--- src/rtl/muldiv_unit_pkg.sv ---
// Shared encodings for the execute stage: ALU ops, mul/div ops and the
// iterative multiply/divide FSM states.
package muldiv_unit_pkg;

    typedef enum logic [3:0] {
        ALU_ADD  = 4'h0,
        ALU_SUB  = 4'h1,
        ALU_AND  = 4'h2,
        ALU_OR   = 4'h3,
        ALU_XOR  = 4'h4,
        ALU_NOR  = 4'h5,
        ALU_SLT  = 4'h6,
        ALU_SLTU = 4'h7,
        ALU_SLL  = 4'h8,
        ALU_SRL  = 4'h9,
        ALU_SRA  = 4'hA,
        ALU_LUI  = 4'hB
    } alu_op_e;

    typedef enum logic [1:0] {
        MD_MULTU = 2'b00,
        MD_MULT  = 2'b01,
        MD_DIVU  = 2'b10,
        MD_DIV   = 2'b11
    } md_op_e;

    typedef enum logic [1:0] {
        ST_IDLE = 2'b00,
        ST_RUN  = 2'b01,
        ST_SIGN = 2'b10
    } md_state_e;

    typedef struct packed {
        logic is_div;
        logic is_signed;
    } md_ctl_t;

    function automatic md_ctl_t md_decode(input logic [1:0] op);
        md_ctl_t c;
        c.is_div    = (op == MD_DIVU) || (op == MD_DIV);
        c.is_signed = (op == MD_MULT) || (op == MD_DIV);
        return c;
    endfunction

endpackage

--- src/rtl/muldiv_signfix.sv ---
// Final sign correction of the unsigned {hi, lo} result:
// full 2*WIDTH negate for multiply, independent halves for divide.
module muldiv_signfix #(
    parameter int WIDTH = 32
) (
    input  logic [2*WIDTH-1:0] i_val,
    input  logic               i_div,
    input  logic               i_neg_q,
    input  logic               i_neg_r,
    output logic [2*WIDTH-1:0] o_val
);

    logic [2*WIDTH-1:0] w_full;
    logic [WIDTH-1:0]   w_q;
    logic [WIDTH-1:0]   w_r;

    assign w_full = -i_val;
    assign w_q    = -i_val[WIDTH-1:0];
    assign w_r    = -i_val[2*WIDTH-1:WIDTH];

    always_comb begin
        o_val = i_val;
        if (!i_div) begin
            if (i_neg_q) begin
                o_val = w_full;
            end
        end else begin
            if (i_neg_q) begin
                o_val[WIDTH-1:0] = w_q;
            end
            if (i_neg_r) begin
                o_val[2*WIDTH-1:WIDTH] = w_r;
            end
        end
    end

endmodule

--- src/rtl/muldiv_unit.sv ---
// Iterative MULT/MULTU/DIV/DIVU unit: one shift-add or restoring
// shift-subtract step per cycle, then a single sign-fixup cycle.
module muldiv_unit
    import muldiv_unit_pkg::*;
#(
    parameter int WIDTH = 32
) (
    input  logic             clock,
    input  logic             reset,
    input  logic             start,
    input  logic [1:0]       op,
    input  logic [WIDTH-1:0] a,
    input  logic [WIDTH-1:0] b,
    input  logic             flush,
    output logic             busy,
    output logic             done,
    output logic [WIDTH-1:0] hi,
    output logic [WIDTH-1:0] lo,
    output logic             div_by_zero
);

    localparam int CW = $clog2(WIDTH) + 1;

    md_state_e          r_state;
    md_state_e          w_next;
    logic [CW-1:0]      r_cnt;
    md_ctl_t            r_ctl;
    logic               r_neg_a;
    logic               r_neg_b;
    logic               r_dz;
    logic [WIDTH-1:0]   r_opnd;
    logic [2*WIDTH-1:0] r_prod;
    logic [WIDTH:0]     r_rem;
    logic               r_done;
    logic [WIDTH-1:0]   r_hi;
    logic [WIDTH-1:0]   r_lo;
    logic               r_dbz;

    md_ctl_t            w_ctl;
    logic               w_dz_in;
    logic               w_a_neg;
    logic               w_b_neg;
    logic [WIDTH-1:0]   w_ma;
    logic [WIDTH-1:0]   w_mb;
    logic               w_load;
    logic               w_step;
    logic               w_finish;
    logic [WIDTH:0]     w_mul_sum;
    logic [WIDTH+1:0]   w_shift;
    logic [WIDTH:0]     w_diff;
    logic               w_ge;
    logic [2*WIDTH-1:0] w_raw;
    logic [2*WIDTH-1:0] w_fix;
    logic               w_neg_q;
    logic               w_neg_r;

    assign w_ctl   = md_decode(op);
    assign w_dz_in = w_ctl.is_div && (b == '0);
    assign w_a_neg = w_ctl.is_signed && a[WIDTH-1];
    assign w_b_neg = w_ctl.is_signed && b[WIDTH-1];
    assign w_ma    = w_a_neg ? -a : a;
    assign w_mb    = w_b_neg ? -b : b;

    always_ff @(posedge clock or negedge reset) begin
        if (!reset) begin
            r_state <= ST_IDLE;
        end else begin
            r_state <= w_next;
        end
    end

    always_comb begin
        w_next   = r_state;
        w_load   = 1'b0;
        w_step   = 1'b0;
        w_finish = 1'b0;
        unique case (r_state)
            ST_IDLE: begin
                if (start && !flush) begin
                    w_load = 1'b1;
                    w_next = w_dz_in ? ST_SIGN : ST_RUN;
                end
            end
            ST_RUN: begin
                if (flush) begin
                    w_next = ST_IDLE;
                end else begin
                    w_step = 1'b1;
                    if (r_cnt == CW'(WIDTH - 1)) begin
                        w_next = ST_SIGN;
                    end
                end
            end
            ST_SIGN: begin
                w_next   = ST_IDLE;
                w_finish = !flush;
            end
            default: w_next = ST_IDLE;
        endcase
    end

    // Multiply: upper half accumulates, multiplier shifts out of the low end.
    assign w_mul_sum = {1'b0, r_prod[2*WIDTH-1:WIDTH]}
                     + (r_prod[0] ? {1'b0, r_opnd} : '0);

    // Divide: remainder shifts in the next dividend bit from the low half.
    assign w_shift = {r_rem, r_prod[WIDTH-1]};
    assign w_ge    = (w_shift >= {2'b00, r_opnd});
    assign w_diff  = w_shift[WIDTH:0] - {1'b0, r_opnd};

    always_ff @(posedge clock or negedge reset) begin
        if (!reset) begin
            r_cnt   <= '0;
            r_ctl   <= '0;
            r_neg_a <= 1'b0;
            r_neg_b <= 1'b0;
            r_dz    <= 1'b0;
            r_opnd  <= '0;
            r_prod  <= '0;
            r_rem   <= '0;
            r_done  <= 1'b0;
            r_hi    <= '0;
            r_lo    <= '0;
            r_dbz   <= 1'b0;
        end else begin
            r_done <= w_finish;
            if (w_load) begin
                r_cnt   <= '0;
                r_ctl   <= w_ctl;
                r_neg_a <= w_a_neg;
                r_neg_b <= w_b_neg;
                r_dz    <= w_dz_in;
                r_opnd  <= w_ctl.is_div ? w_mb : w_ma;
                if (w_dz_in) begin
                    r_rem  <= {1'b0, a};
                    r_prod <= {{WIDTH{1'b0}}, {WIDTH{1'b1}}};
                end else begin
                    r_rem  <= '0;
                    r_prod <= {{WIDTH{1'b0}}, w_ctl.is_div ? w_ma : w_mb};
                end
            end
            if (w_step) begin
                r_cnt <= r_cnt + CW'(1);
                if (r_ctl.is_div) begin
                    r_rem  <= w_ge ? w_diff : w_shift[WIDTH:0];
                    r_prod <= {r_prod[2*WIDTH-1:WIDTH],
                               r_prod[WIDTH-2:0], w_ge};
                end else begin
                    r_prod <= {w_mul_sum, r_prod[WIDTH-1:1]};
                end
            end
            if (w_finish) begin
                r_hi  <= w_fix[2*WIDTH-1:WIDTH];
                r_lo  <= w_fix[WIDTH-1:0];
                r_dbz <= r_dz;
            end
        end
    end

    // Divide-by-zero results are architectural as loaded: no sign fixup.
    assign w_raw   = r_ctl.is_div ? {r_rem[WIDTH-1:0], r_prod[WIDTH-1:0]}
                                  : r_prod;
    assign w_neg_q = !r_dz && (r_neg_a ^ r_neg_b);
    assign w_neg_r = !r_dz && r_neg_a;

    muldiv_signfix #(
        .WIDTH(WIDTH)
    ) u_signfix (
        .i_val  (w_raw),
        .i_div  (r_ctl.is_div),
        .i_neg_q(w_neg_q),
        .i_neg_r(w_neg_r),
        .o_val  (w_fix)
    );

    assign busy        = (r_state != ST_IDLE);
    assign done        = r_done;
    assign hi          = r_hi;
    assign lo          = r_lo;
    assign div_by_zero = r_dbz;

endmodule

--- config.mk ---
export PLATFORM = sky130hd
export DESIGN_NAME = muldiv_unit
export DESIGN_NICKNAME = d
export VERILOG_FILES = /design/src/rtl/muldiv_unit_pkg.sv /design/src/rtl/muldiv_signfix.sv /design/src/rtl/muldiv_unit.sv
export SDC_FILE = /design/constraint.sdc
export NUM_CORES = 1
export LEC_CHECK = 0
export CAP_MARGIN = 10
export CORE_UTILIZATION = 45
export CTS_BUF_LIST = sky130_fd_sc_hd__clkbuf_4 sky130_fd_sc_hd__clkbuf_8 sky130_fd_sc_hd__clkbuf_16
export CTS_CLUSTER_DIAMETER = 30
export CTS_CLUSTER_SIZE = 10
export DETAILED_ROUTE_END_ITERATION = 12
export MAX_ROUTING_LAYER = met4
export PLACE_DENSITY = 0.66
export SYNTH_ARGS = -nofsm -noshare
export SYNTH_HDL_FRONTEND = slang
export SYNTH_SLANG_ARGS = --single-unit
--- constraint.sdc ---
create_clock -name clock -period 5.55 [get_ports clock]
set_input_delay 0.8325 -clock clock [delete_from_list [all_inputs] [get_ports clock]]
set_output_delay 0.8325 -clock clock [all_outputs]
set_load 0.02 [all_outputs]
==> impl_metrics.json <==
{
  "status": "completed",
  "drtIter0Drc": 1436,
  "reg2regPathDepth": 14,
  "path_class": "register to register",
  "relSlewSlack_pct": 24.9,
  "postSynthAreaPerCell_um2": 8.12,
  "core_um2": 34800,
  "yosys.area.top_type": "dfrtp_1",
  "synthTopCellsByArea": "dfrtp_1 32%, o21ai_0 7.4%, xnor2_1 5.7%",
  "overflow": 0,
  "ir_drop_v": 0.000265,
  "clock_sinks": 207,
  "syn_inst": 1974,
  "cts-hold-fix-buffers": 0,
  "synth_top_area_share_pct": 32.3,
  "numCtsBuffers": 59,
  "power.density_nw_per_um2": 501,
  "r2r-start": "r_prod[31]",
  "totalWireLength_um": 54900,
  "row_count": 68,
  "wl_per_cell_um": 21.2,
  "clock_path_buffers": 3,
  "die_area_um2": 36400,
  "layout-drive-gt1-share_pct": 9.39,
  "ff2ff_setup_slack_ps": 1540,
  "synthArstFlopShare_pct": 100,
  "initial_core_util_pct": 46.0,
  "drc": 0,
  "endpoint": "r_rem[32]",
  "total_power_mw": 9.97,
  "grt_pass1_vias": 14700,
  "seq_area_um2": 5180,
  "cap_violations": 0,
  "cp-end-kind": "register",
  "ys_seq_area_share_pct": 32.3,
  "yosysUniqueCellTypes": 79,
  "cts.clk_slew.worst_paths_ps": 40,
  "die_h_um": 191,
  "antenna_found_initial": 1,
  "insertion_delay_ps": 620,
  "cts_tree": "done",
  "antenna_cells": 0,
  "via_per_inst": 6.08,
  "mappedNetlistArea_um2": 16000,
  "fin_nets": 2223,
  "synth_edf_count": 0,
  "postCtsSetupBuffers": 0,
  "die_w_um": 191,
  "dp_hpwl_um": 41000,
  "synth_flop_cell": "dfrtp_1",
  "hold-worst-slack_ps": 131,
  "leakage_nw": 8.44,
  "worstPathMaxFanout": 41,
  "multiInputGateArea_um2": 10200,
  "syn_nets": 2115,
  "area_delta_synth_final_pct": 24.3,
  "critical_path_arrival_ps": 4490,
  "startpoint": "r_prod[31]",
  "cts_root_buffer": "clkbuf_16",
  "n_fill_cell": 3183,
  "finalHoldViolCount": 0,
  "cts_resized": 0,
  "fmaxAchievable_mhz": 250,
  "grt_max_degree": 164,
  "worst_setup_path_start_kind": "register",
  "cp.required_ps": 6030,
  "grt.total_usage_pct": 31.2,
  "fin_crit_sh_pct": 72.2,
  "worstMarginPinSlew_ps": 1130,
  "htree_levels": 2,
  "ys_ff_latch": 207,
  "fin_setup_tns_ps": 0,
  "rsz0062_at_grt": "false",
  "io_buffers": 136,
  "hold_class": "input port to asynchronous set/reset pin",
  "timing.rr.end": "r_rem[32]",
  "num_vias": 15700,
  "drt_first_pass_iters": 7,
  "ioPinCount": 137,
  "detail-route-antenna-nets": 0,
  "post-route-min-period_ps": 4010,
  "drv_slew": 0,
  "ys_warn_count": 0,
  "setup_viol": 0,
  "grt_pass1_wl_um": 84500,
  "gp_congestion": 0.960,
  "skew_ps": 28.5
}
where the power goes:
part	switching, mW	total, mW	internal, mW
Clock	1.05	3.70	2.65
Combinational	2.33	3.94	1.61
Sequential	0.545	2.34	1.79
cell usage in the layout, fill, tap and decap left out, types with 19 or more instances in the layout:
cell type        count
a21o_1              31
inv_1               64
ha_1                69
xor2_1              75
clkdlybuf4s50_1    134
mux2i_1             50
a21oi_1            178
nor2_1             142
xnor2_1            104
o21ai_0            238
or3_1               19
a221oi_1            40
nand3_1             55
o31ai_1             20
nand2_1            230
o22ai_1             31
nor3_1              43
mux2_2              26
dfrtp_1            206
clkbuf_16           59
critical path, cell delays in order (launching register included):
cell,delay [ps]
dfrtp_1,510
inv_1,130
ha_1,160
inv_1,50
fa_1,400
a21o_1,190
a221oi_1,490
o21a_1,330
o22ai_1,120
nor3_1,510
o21ai_4,230
buf_4,320
nor2b_1,190
mux2i_1,140
o21ai_0,90
flip-flops by register name, summed over array words and instances (netlist names):
signal       flops
r_opnd          32
lo              32
done             1
r_cnt            6
r_neg_b          1
r_ctl            1
r_neg_a          1
r_rem           33
r_state          2
hi              32
div_by_zero      1
r_prod          64
r_dz             1
cell families after synthesis:
| logic type | after synthesis | share of synthesized area, % |
|---|---|---|
| AOI/OAI and AO/OA | 655 | 24.8 |
| xor gates and xnor gates | 179 | 9.79 |
| adders and majority gates | 71 | 5.64 |
| buffers and inverters | 171 | 4.22 |
| DFF | 207 | 32.3 |
| muxes | 76 | 4.95 |
| and+or+nand+nor | 615 | 18.3 |
area by class of cell:
class | instances | share of cell area, %
clock buffers | 90 | 9.12
clock inverters | 20 | 1.97
inverters | 64 | 1.21
multi-input cells | 1596 | 51.2
flip-flops and latches | 207 | 26.0
well taps | 455 | 2.86
repair buffers | 154 | 7.58
how the worst min path moves through the flow:
stage / startpoint / end / slack (ps) / cells after the start
final: reset / r_prod[58] / 130 / 1
after global routing: reset / r_prod[58] / 150 / 1
after CTS: reset / r_prod[41] / 130 / 1
after detailed placement: hi[21] / hi[21] / 460 / 2
after global placement: hi[21] / hi[21] / 450 / 2
after floorplan: r_opnd[10] / r_opnd[10] / 450 / 2
synthesized netlist by cell type, types with 5 or more instances:
cell      instances
o21ai_0         238
nand2_1         231
dfrtp_1         207
a21oi_1         178
nor2_1          143
xnor2_1         104
clkbuf_1         76
xor2_1           75
ha_1             69
inv_1            64
nand3_1          55
mux2i_1          50
nor3_1           43
a221oi_1         40
a21o_1           31
o22ai_1          31
mux2_2           26
o31ai_1          20
or3_1            19
a31oi_1          17
buf_1            16
and2_1           15
nand2b_1         15
nor4_1           14
a211oi_1         12
buf_2            12
o211ai_1         11
o21a_1           10
nand4_1           9
nor3b_1           9
o41ai_1           9
and3_1            8
o21bai_1          8
or2_2             8
or4_1             8
nor2b_1           7
or3b_2            7
o221ai_1          6
a22o_1            5
nand3b_1          5
metrics by stage:
stage                     util (%)  instances  cell area [µm²]  setup WS, ps
after floorplan                  -       1974            16000          1390
after global placement        50.9       2476            17700          1110
after detailed placement      50.9       2476            17700          1040
after CTS                     57.2       2586            19900          1570
after global routing          57.2       2586            19900          1200
final                         57.2       2586            19900          1540
metal layers:
metal / GRT usage [%] / wire [µm] / vias to the layer above
met2: 47.0 / 24700 / 629
met4: 9.63 / 1430 / 0
met3: 4.60 / 4060 / 94
met5: - / 0 / -
li1: - / - / 7384
met1: 42.9 / 24700 / 7613
(Power assumes the default switching activity.)
